## config.mk

```make
export PLATFORM = sky130hd
export DESIGN_NAME = seg7_scan_driver_flat
export DESIGN_NICKNAME = d
export VERILOG_FILES = /design/src/rtl/seg7_pkg.sv /design/src/rtl/seg7_scan_driver_if.sv /design/src/rtl/hex_to_seg7.sv /design/src/rtl/seg7_scan_driver.sv /design/src/flat_wrapper.sv
export SDC_FILE = /design/constraint.sdc
export NUM_CORES = 1
export LEC_CHECK = 0
export BUFFER_PORTS_ARGS = -buffer_cell sky130_fd_sc_hd__buf_2
export CAP_MARGIN = 25
export CORE_UTILIZATION = 40
export DETAILED_ROUTE_END_ITERATION = 10
export PLACE_DENSITY_LB_ADDON = 0.25
export SLEW_MARGIN = 20
export SYNTH_ARGS = -nofsm -noshare
export SYNTH_HDL_FRONTEND = slang
export SYNTH_HIERARCHICAL = 1
export SYNTH_SLANG_ARGS = --single-unit
export TNS_END_PERCENT = 1
```

## constraint.sdc

```tcl
create_clock -name clk -period 3.3 [get_ports clk]
set_input_delay 0.495 -clock clk [delete_from_list [all_inputs] [get_ports clk]]
set_output_delay 0.495 -clock clk [all_outputs]
set_load 0.005 [all_outputs]
```

## src/rtl/seg7_pkg.sv

```systemverilog
// Shared constants for the 7-segment scan driver: hex glyph table and slot states.
package seg7_pkg;

  localparam logic [6:0] SEG_OFF = 7'h7F;

  // Active-high {g,f,e,d,c,b,a} glyphs, entry 15 (F) first down to entry 0.
  localparam logic [15:0][6:0] HEX_SEG_HI = {
    7'h71, 7'h79, 7'h5E, 7'h39, 7'h7C, 7'h77, 7'h6F, 7'h7F,
    7'h07, 7'h7D, 7'h6D, 7'h66, 7'h4F, 7'h5B, 7'h06, 7'h3F
  };

  typedef enum logic {
    SLOT_BLANK = 1'b0,
    SLOT_DRIVE = 1'b1
  } slot_state_t;

endpackage

```

## src/rtl/seg7_scan_driver_if.sv

```systemverilog
// Load-side and pin-side signals of the scan driver.
// Handshake: load_i is a 1-cycle strobe with no back-pressure; pending_o is high from
// the cycle after a load until the frame wrap that moves the captured data to the display.
interface seg7_scan_driver_if #(
  parameter int NUM_DIGITS = 8
);
  logic [4*NUM_DIGITS-1:0] value_i;
  logic [NUM_DIGITS-1:0]   dp_i;
  logic [NUM_DIGITS-1:0]   digit_en_i;
  logic                    blank_lz_i;
  logic                    load_i;
  logic                    pending_o;
  logic                    frame_o;
  logic [NUM_DIGITS-1:0]   an_o;
  logic [6:0]              seg_o;
  logic                    dp_o;

  modport master (
    output value_i, dp_i, digit_en_i, blank_lz_i, load_i,
    input  pending_o, frame_o, an_o, seg_o, dp_o
  );

  modport slave (
    input  value_i, dp_i, digit_en_i, blank_lz_i, load_i,
    output pending_o, frame_o, an_o, seg_o, dp_o
  );
endinterface

```

## src/rtl/hex_to_seg7.sv

```systemverilog
// Combinational nibble to active-low segment pattern.
module hex_to_seg7
  import seg7_pkg::*;
(
  input  logic [3:0] nibble,
  output logic [6:0] seg
);
  assign seg = ~HEX_SEG_HI[nibble];
endmodule

```

## src/rtl/seg7_scan_driver.sv

```systemverilog
// Time-multiplexed common-anode 7-segment driver with shadow/display double buffering,
// per-slot anti-ghosting blank and optional leading-zero suppression.
module seg7_scan_driver
  import seg7_pkg::*;
#(
  parameter int NUM_DIGITS      = 8,
  parameter int TICKS_PER_DIGIT = 100000,
  parameter int BLANK_TICKS     = 4
) (
  input  logic         clk,
  input  logic         rst_n,
  seg7_scan_driver_if.slave bus,
  output slot_state_t  slot_state
);
  localparam int PW = $clog2(TICKS_PER_DIGIT);
  localparam int IW = $clog2(NUM_DIGITS);
  localparam int VW = 4 * NUM_DIGITS;
  localparam logic [PW-1:0] PRESC_LAST = PW'(TICKS_PER_DIGIT - 1);
  localparam logic [PW-1:0] BLANK_END  = PW'(BLANK_TICKS);
  localparam logic [IW-1:0] IDX_LAST   = IW'(NUM_DIGITS - 1);

  logic [PW-1:0]         presc, presc_next;
  logic [IW-1:0]         idx;
  slot_state_t           state_q, state_d;
  logic                  presc_last, wrap;

  logic [VW-1:0]         shadow_value, disp_value;
  logic [NUM_DIGITS-1:0] shadow_dp, disp_dp, shadow_en, disp_en;
  logic                  shadow_lz, disp_lz;
  logic                  pending_q, frame_q;

  logic [NUM_DIGITS-1:0] an_d, an_q;
  logic [6:0]            seg_d, seg_q, cur_seg;
  logic                  dp_d, dp_q;

  logic [3:0]            cur_nib;
  logic                  cur_dp, cur_en, cur_lz, all_zero;
  logic [NUM_DIGITS-1:0] lz_mask;

  // Digit k is suppressed when it and every digit above it hold zero; digit 0 never is.
  always_comb begin
    lz_mask  = '0;
    all_zero = 1'b1;
    for (int k = NUM_DIGITS - 1; k > 0; k--) begin
      all_zero   = all_zero && (disp_value[k*4 +: 4] == 4'h0);
      lz_mask[k] = disp_lz && all_zero;
    end
  end

  always_comb begin
    cur_nib = disp_value[3:0];
    cur_dp  = disp_dp[0];
    cur_en  = disp_en[0];
    cur_lz  = lz_mask[0];
    for (int k = 1; k < NUM_DIGITS; k++) begin
      if (idx == IW'(k)) begin
        cur_nib = disp_value[k*4 +: 4];
        cur_dp  = disp_dp[k];
        cur_en  = disp_en[k];
        cur_lz  = lz_mask[k];
      end
    end
  end

  hex_to_seg7 u_hex_to_seg7 (
    .nibble (cur_nib),
    .seg    (cur_seg)
  );

  // Slot FSM next state plus next pin values; state_q tracks the current prescaler value.
  always_comb begin
    presc_last = (presc == PRESC_LAST);
    wrap       = presc_last && (idx == IDX_LAST);
    presc_next = presc_last ? '0 : presc + PW'(1);
    state_d    = (presc_next < BLANK_END) ? SLOT_BLANK : SLOT_DRIVE;
    an_d       = '1;
    seg_d      = SEG_OFF;
    dp_d       = 1'b1;
    if (state_q == SLOT_DRIVE) begin
      for (int k = 0; k < NUM_DIGITS; k++) begin
        an_d[k] = ~((idx == IW'(k)) && cur_en);
      end
      seg_d = cur_lz ? SEG_OFF : cur_seg;
      dp_d  = ~(cur_dp && cur_en);
    end
  end

  always_ff @(posedge clk or negedge rst_n) begin
    if (!rst_n) begin
      presc        <= '0;
      idx          <= '0;
      state_q      <= SLOT_BLANK;
      shadow_value <= '0;
      shadow_dp    <= '0;
      shadow_en    <= '0;
      shadow_lz    <= 1'b0;
      disp_value   <= '0;
      disp_dp      <= '0;
      disp_en      <= '0;
      disp_lz      <= 1'b0;
      pending_q    <= 1'b0;
      frame_q      <= 1'b0;
      an_q         <= '1;
      seg_q        <= SEG_OFF;
      dp_q         <= 1'b1;
    end else begin
      presc   <= presc_next;
      state_q <= state_d;
      if (presc_last) begin
        idx <= (idx == IDX_LAST) ? '0 : idx + IW'(1);
      end
      frame_q <= wrap;
      an_q    <= an_d;
      seg_q   <= seg_d;
      dp_q    <= dp_d;

      // The wrap applies the shadow as it stood before this edge, so a same-cycle load stays pending.
      if (wrap && pending_q) begin
        disp_value <= shadow_value;
        disp_dp    <= shadow_dp;
        disp_en    <= shadow_en;
        disp_lz    <= shadow_lz;
      end
      if (bus.load_i) begin
        shadow_value <= bus.value_i;
        shadow_dp    <= bus.dp_i;
        shadow_en    <= bus.digit_en_i;
        shadow_lz    <= bus.blank_lz_i;
        pending_q    <= 1'b1;
      end else if (wrap) begin
        pending_q    <= 1'b0;
      end
    end
  end

  assign bus.pending_o = pending_q;
  assign bus.frame_o   = frame_q;
  assign bus.an_o      = an_q;
  assign bus.seg_o     = seg_q;
  assign bus.dp_o      = dp_q;
  assign slot_state    = state_q;

endmodule
```

## src/flat_wrapper.sv

```systemverilog
// flat-port wrapper written by rule: the top's interface ports become plain ports
module seg7_scan_driver_flat import seg7_pkg::*;
#(
  parameter int NUM_DIGITS      = 8,
  parameter int TICKS_PER_DIGIT = 100000,
  parameter int BLANK_TICKS     = 4
)
  (clk, rst_n, slot_state, bus_value_i, bus_dp_i, bus_digit_en_i, bus_blank_lz_i, bus_load_i, bus_pending_o, bus_frame_o, bus_an_o, bus_seg_o, bus_dp_o);
  seg7_scan_driver_if #(.NUM_DIGITS(NUM_DIGITS)) bus_i ();
  input  logic clk;
  input  logic rst_n;
  output slot_state_t slot_state;
  input wire logic [$bits(bus_i.value_i)-1:0] bus_value_i;
  input wire logic [$bits(bus_i.dp_i)-1:0] bus_dp_i;
  input wire logic [$bits(bus_i.digit_en_i)-1:0] bus_digit_en_i;
  input wire logic [$bits(bus_i.blank_lz_i)-1:0] bus_blank_lz_i;
  input wire logic [$bits(bus_i.load_i)-1:0] bus_load_i;
  output wire logic [$bits(bus_i.pending_o)-1:0] bus_pending_o;
  output wire logic [$bits(bus_i.frame_o)-1:0] bus_frame_o;
  output wire logic [$bits(bus_i.an_o)-1:0] bus_an_o;
  output wire logic [$bits(bus_i.seg_o)-1:0] bus_seg_o;
  output wire logic [$bits(bus_i.dp_o)-1:0] bus_dp_o;
  assign bus_i.value_i = bus_value_i;
  assign bus_i.dp_i = bus_dp_i;
  assign bus_i.digit_en_i = bus_digit_en_i;
  assign bus_i.blank_lz_i = bus_blank_lz_i;
  assign bus_i.load_i = bus_load_i;
  assign bus_pending_o = bus_i.pending_o;
  assign bus_frame_o = bus_i.frame_o;
  assign bus_an_o = bus_i.an_o;
  assign bus_seg_o = bus_i.seg_o;
  assign bus_dp_o = bus_i.dp_o;
  seg7_scan_driver #(.NUM_DIGITS(NUM_DIGITS), .TICKS_PER_DIGIT(TICKS_PER_DIGIT), .BLANK_TICKS(BLANK_TICKS)) u_core (.clk(clk), .rst_n(rst_n), .bus(bus_i), .slot_state(slot_state));
endmodule
```

After elaboration in Yosys (flattened, before gate mapping)
Memories as Yosys holds them, arrays and structs flattened.
Index checks and enable logic that the tools add are counted.
Storage, ports and cells
  ROM bits: 112
  register bits: 137
  input port bits: 52
  memories kept: 1
Cells by class
  bitwise operators: 10
  add/subtract/negate cells: 2
  reductions and logical operators: 33
  equality and inequality tests: 8
  $lt $le $gt $ge: 2
  multiplexer cells: 38
Memory list
  (name not given): words 16, width 7, read ports 1, clocked after memory_dff 0, wr ports 0, line hex_to_seg7.sv:8  | assign seg = ~HEX_SEG_HI[nibble];
Operators by type and width (count)
  $logic_not 4->1: 7
  $mux 4: 7
  $mux 1: 25
  $logic_and 1x1->1: 24
  $mux 7: 3
  $add 17x1->17 const B: 1
  $eq 17x17->1 const B: 1
  $lt 17x3->1 const B: 1
  $mux 17: 1
  $eq 3x3->1 const B: 4
  $not 1->1: 9
  $mux 8: 1
  $not 7->7: 1
  $eq 3x2->1 const B: 2
  $lt 4x5->1 const B: 1
  $add 3x1->3 const B: 1
  $eq 3x1->1 const B: 1
  $logic_not 3->1: 1
  $mux 3: 1
  $reduce_bool 2->1: 1

Longest topological paths before layout
  depth in word-level cells: 17
  gate-level depth with buffers: 15

Cells and area by module
The synthesis kept the hierarchy.
Modules (own cells, without submodules)
  seg7_scan_driver: sequential area each 3448.3 sq um, cells each 490, instances 1, area an instance 6107.1 sq um
  hex_to_seg7: sequential area each 0.0 sq um, cells each 31, instances 1, area an instance 252.7 sq um

Least setup slack after synthesis
Ideal clock, no wire load.
  path kind: reg2reg
  from: register u_core.idx[2]
  to: register u_core.seg_q[3] (netlist: u_core/bus.seg_o[3])
  path buffers: 2
  library setup time: 0.089 ns
  cell stages (with the launch flop): 15
  arrival: 3.126 ns
  slack: 0.085 ns
  data required time: 3.211 ns
  period minus slack after synthesis: 3.215 ns
  path through: dfrtp_1 > clkbuf_1 > inv_1 > ha_1 > clkbuf_1 > a21oi_1 > o221ai_1 > a21oi_1 > o22ai_1 > o21ai_0 > inv_1 > ha_1 > inv_1 > mux4_1 > nand3b_1
On the way
  cells in the longest elaborated chain, start to end: 13
Ends and longest elaborated chain
  from (decl): line seg7_scan_driver.sv:23  | logic [IW-1:0] idx;
  from (signal assigned): line seg7_scan_driver.sv:110  | idx <= (idx == IDX_LAST) ? '0 : idx + IW'(1);
  $eq 3x1->1: line seg7_scan_driver.sv:56  | if (idx == IW'(k)) begin
  $mux 4 (6 in series): line seg7_scan_driver.sv:56
  $mux 4 (*): line seg7_scan_driver.sv:56
  via u_core.cur_nib[0]: line seg7_scan_driver.sv:36  | logic [3:0] cur_nib;
  $mem_v2 16x7 (*)
  $mux 7 (implied by the code) (*): line hex_to_seg7.sv:8
  $not 7->7 (*): line hex_to_seg7.sv:8
  via u_core.cur_seg[3]: line seg7_scan_driver.sv:33  | logic [6:0] seg_d, seg_q, cur_seg;
  $mux 7 (*): line seg7_scan_driver.sv:83  | seg_d = cur_lz ? SEG_OFF : cur_seg;
  $mux 7 (*): line seg7_scan_driver.sv:79  | if (state_q == SLOT_DRIVE) begin
  via u_core.seg_d[3]: line seg7_scan_driver.sv:33
  to (signal assigned): line seg7_scan_driver.sv:114  | seg_q <= seg_d;
  to (decl): line seg7_scan_driver.sv:33
Mark *: on every way through the listed nets, which the timed path passes. The rest lies on a longest branch. The select of a mux whose other input is x is not followed.
A chain may end at the register's enable or synchronous reset.

Final worst setup path
  from: register u_core.idx[0]
  to: register u_core.seg_q[3] (netlist: u_core/bus.seg_o[3])
Same word-level chain as after synthesis.

==> results.sh <==
export IMPL_place_congestion=0.863
export IMPL_path_cells="inv_1 > ha_1 > nand2b_1 > o221ai_1 > a21oi_1 > o22ai_1 > o21ai_0 > inv_1 > ha_1 > inv_1 > mux4_1 > nand3b_1"
export IMPL_cts_tree="yes"
export IMPL_cts_buffers_inserted=17
export IMPL_synth_top_cells_by_count="121 x dfrtp_1, 88 x mux2_2, 39 x nand2_1"
export IMPL_rr_worst_depth=12
export IMPL_cts_hold_buf=1
export IMPL_synth_most_common_cell="dfrtp_1"
export IMPL_io_pins=71
export IMPL_hold_viol=0
export IMPL_max_stage_delay_ps=480
export IMPL_vias=4180
export IMPL_synth_edff_count=0
export IMPL_antenna_cells=0
export IMPL_fin_util=0.490
export IMPL_ant_nets=0
export IMPL_ys_seq_area_frac=0.542
export IMPL_leakagePower_uw=0.00350
export IMPL_reg2reg_to="u_core/bus.seg_o[3]"
export IMPL_area_growth_pct=18.5
export IMPL_synth_ff_type="dfrtp_1"
export IMPL_worst_path_most_repeated_cell="inv_1"
export IMPL_initial_utilization=0.414
export IMPL_post_cts_buffers=0
export IMPL_wl_per_cell_um=15.3
export IMPL_final_nets=657
export IMPL_hold_start="bus_value_i[5]"
export IMPL_use_met2=0.252
export IMPL_holdPathStages=2
export IMPL_fin_setup_tns_ps=0
export IMPL_peakVddDrop_v=0.000359
export IMPL_critPathCaptureType="register"
export IMPL_synth_cell_types=59
export IMPL_antenna_found_initial=0
export IMPL_cts_sinks=137
export IMPL_ctsResizeCount=0
export IMPL_first_pass_iters=4
export IMPL_period_minus_slack_ps=2990
export IMPL_synth_top_area_frac=0.476
export IMPL_setup_viol=0
export IMPL_status="finished clean"
export IMPL_h_tree_depth=4
export IMPL_startpoint_type="register"
export IMPL_root_buffer="clkbuf_16"
export IMPL_multi_input_area_um2=2710
export IMPL_placeableCoreArea_um2=15400
export IMPL_cp_arrival_ps=3320
export IMPL_cts_clk_slew_worst_paths_ps=60
export IMPL_regToRegSetupSlack_ps=310
export IMPL_fin_ws_ps=311
export IMPL_p_per_area_nw_per_um2=506
export IMPL_grt_util_met1=0.229
export IMPL_drt_total_wl_mm=12.5
export IMPL_yosys_top_cells_area="dfrtp_1 48%, mux2_2 16%, dfstp_2 6.6%"
export IMPL_path_class="reg2reg"
export IMPL_drt_initial_drc_count=221
export IMPL_r2r_start="u_core/idx[0]"
export IMPL_drc_errors=0
export IMPL_final_layout_size_suffix_gt1_frac=0.393
export IMPL_track_usage=0.170
export IMPL_dpl_hpwl_mm=8.85
export IMPL_clk_latency_ps=420
export IMPL_dieArea_um2=16400
export IMPL_synth_area_leader_cell="dfrtp_1"
export IMPL_grt_max_degree=80
export IMPL_yosys_warnings=6
export IMPL_relSlewSlack=0.535
export IMPL_crit_buf_inv=3
export IMPL_seqCellArea_um2=3450
export IMPL_rsz0062_at_grt="no"
export IMPL_grt_met3_usage=0.0513
export IMPL_netlist_instances=521
export IMPL_die_x_um=128
export IMPL_syn_area_per_cell_um2=12.2
export IMPL_die_h_um=128
export IMPL_hold_path_class="in2reg"
export IMPL_grt_pass1_vias=4157
export IMPL_num_rows=45
export IMPL_path_max_fanout=13
export IMPL_slowest_stage="mux4_1"
export IMPL_syn_num_nets=586
export IMPL_syn_area_um2=6360
export IMPL_dp_slack_ps=328
export IMPL_async_reset_ff_frac=1.00
export IMPL_min_period_over_period=0.906
export IMPL_clock_path_buffers=2
export IMPL_cap_violations=0
export IMPL_vias_per_cell=5.12
export IMPL_ys_ff_latch=137
export IMPL_fmax_ghz=0.335
export IMPL_portBuffers=70
export IMPL_grt_pass1_wl_mm=21.3
export IMPL_hold_end="u_core/shadow_value[5]"
export IMPL_grt_busiest_layer="met2"
export IMPL_cp_data_required_time_ps=3630
export IMPL_fill_cells=1357
export IMPL_tightest_slew_ps=698
export IMPL_slew_violations=0
export IMPL_clock_skew_ps=9.73
export IMPL_crit_family="compound AO/OA/AOI/OAI gates"
export IMPL_grt_overflow_total=0
## where the power goes
| group | switching (µW) | internal, µW | leakage [µW] |
|---|---|---|---|
| Sequential | 35.9 | 1740 | 0.00172 |
| Combinational | 65.7 | 81.3 | 0.00150 |
| Clock | 698 | 1190 | 0.000280 |
| Total | 800 | 3010 | 0.00350 |
## registers in the layout (all words and copies together) (netlist names), 7 cells and up
signal               count
u_core/disp_dp           8
u_core/disp_en           8
u_core/shadow_value     32
u_core/shadow_en         8
u_core/bus.an_o          8
u_core/presc            17
u_core/shadow_dp         8
u_core/disp_value       32
u_core/bus.seg_o         7
## layout make-up
| cell class | count | share of cell area |
|---|---|---|
| clock buffer | 20 | 0.0580 |
| clock inverter | 12 | 0.0204 |
| inverter | 11 | 0.00548 |
| multi-input combinational | 341 | 0.359 |
| sequential | 137 | 0.458 |
| tap | 211 | 0.0350 |
| timing repair buffer | 84 | 0.0644 |
## worst max path at each step
| stage | slack, ps | end | from | cells past startpoint |
|---|---|---|---|---|
| 6_report | 310 | u_core/bus.seg_o[3] | u_core/idx[0] | 12 |
| 3_3_place_gp | 470 | u_core/bus.seg_o[3] | u_core/idx[0] | 12 |
| 3_5_place_dp | 330 | u_core/bus.seg_o[3] | u_core/idx[0] | 12 |
| 5_1_grt | 20 | u_core/bus.seg_o[3] | u_core/idx[0] | 12 |
| 4_1_cts | 310 | u_core/bus.seg_o[3] | u_core/idx[0] | 12 |
| 2_1_floorplan | 90 | u_core/bus.seg_o[3] | u_core/idx[2] | 14 |
## kinds of logic (layout without fill, tap and decap cells)
| kind of cell | Yosys count | in the layout | synth area share |
|---|---|---|---|
| AND/OR/NAND/NOR | 136 | 136 | 0.118 |
| AO/OA/AOI/OAI | 73 | 73 | 0.0700 |
| buffers and inverters | 43 | 127 | 0.0325 |
| XOR/XNOR | 18 | 18 | 0.0248 |
| adder cells (fa/ha/maj) | 13 | 13 | 0.0256 |
| flip-flops | 137 | 137 | 0.542 |
| multiplexers | 101 | 101 | 0.187 |
## stage by stage
step | total power [µW] | instance area (µm²) | cells | hold slack [ps]
6_report | 3810 | 7530 | 816 | 305
5_1_grt | 3970 | 7530 | 816 | 278
4_1_cts | 3860 | 7530 | 816 | 285
3_5_place_dp | 1960 | 6930 | 783 | 411
3_3_place_gp | 1950 | 6910 | 782 | 414
2_1_floorplan | 1860 | 6360 | 521 | 199
## cells in the final DEF, fill, tap and decap left out, types with 3 or more instances in the layout
master,n
clkbuf_1,3
dfrtp_1,121
nand2_1,39
nor2_1,28
o21ai_0,18
and4_1,4
dfstp_2,16
o221ai_1,3
o21ai_1,3
nor4_1,3
xor2_1,10
buf_2,69
xnor2_1,8
buf_4,12
nand3_1,12
clkinv_4,3
nor2b_1,7
or4_1,4
mux2_2,88
clkbuf_16,17
nand3b_1,7
inv_1,10
ha_1,13
a31oi_1,4
mux2_4,10
clkinvlp_4,3
nor3_1,8
and2_1,3
clkinv_2,3
bufinv_16,3
a21oi_1,21
o22ai_1,7
## layer usage
layer / vias to the layer above / part of all wire
met2: 101 / 0.46
met3: 21 / 0.050
met4: 0 / 0.021
met1: 2067 / 0.47
li1: 1991 / -
met5: - / 0
Power figures use the tool's default switching activity.
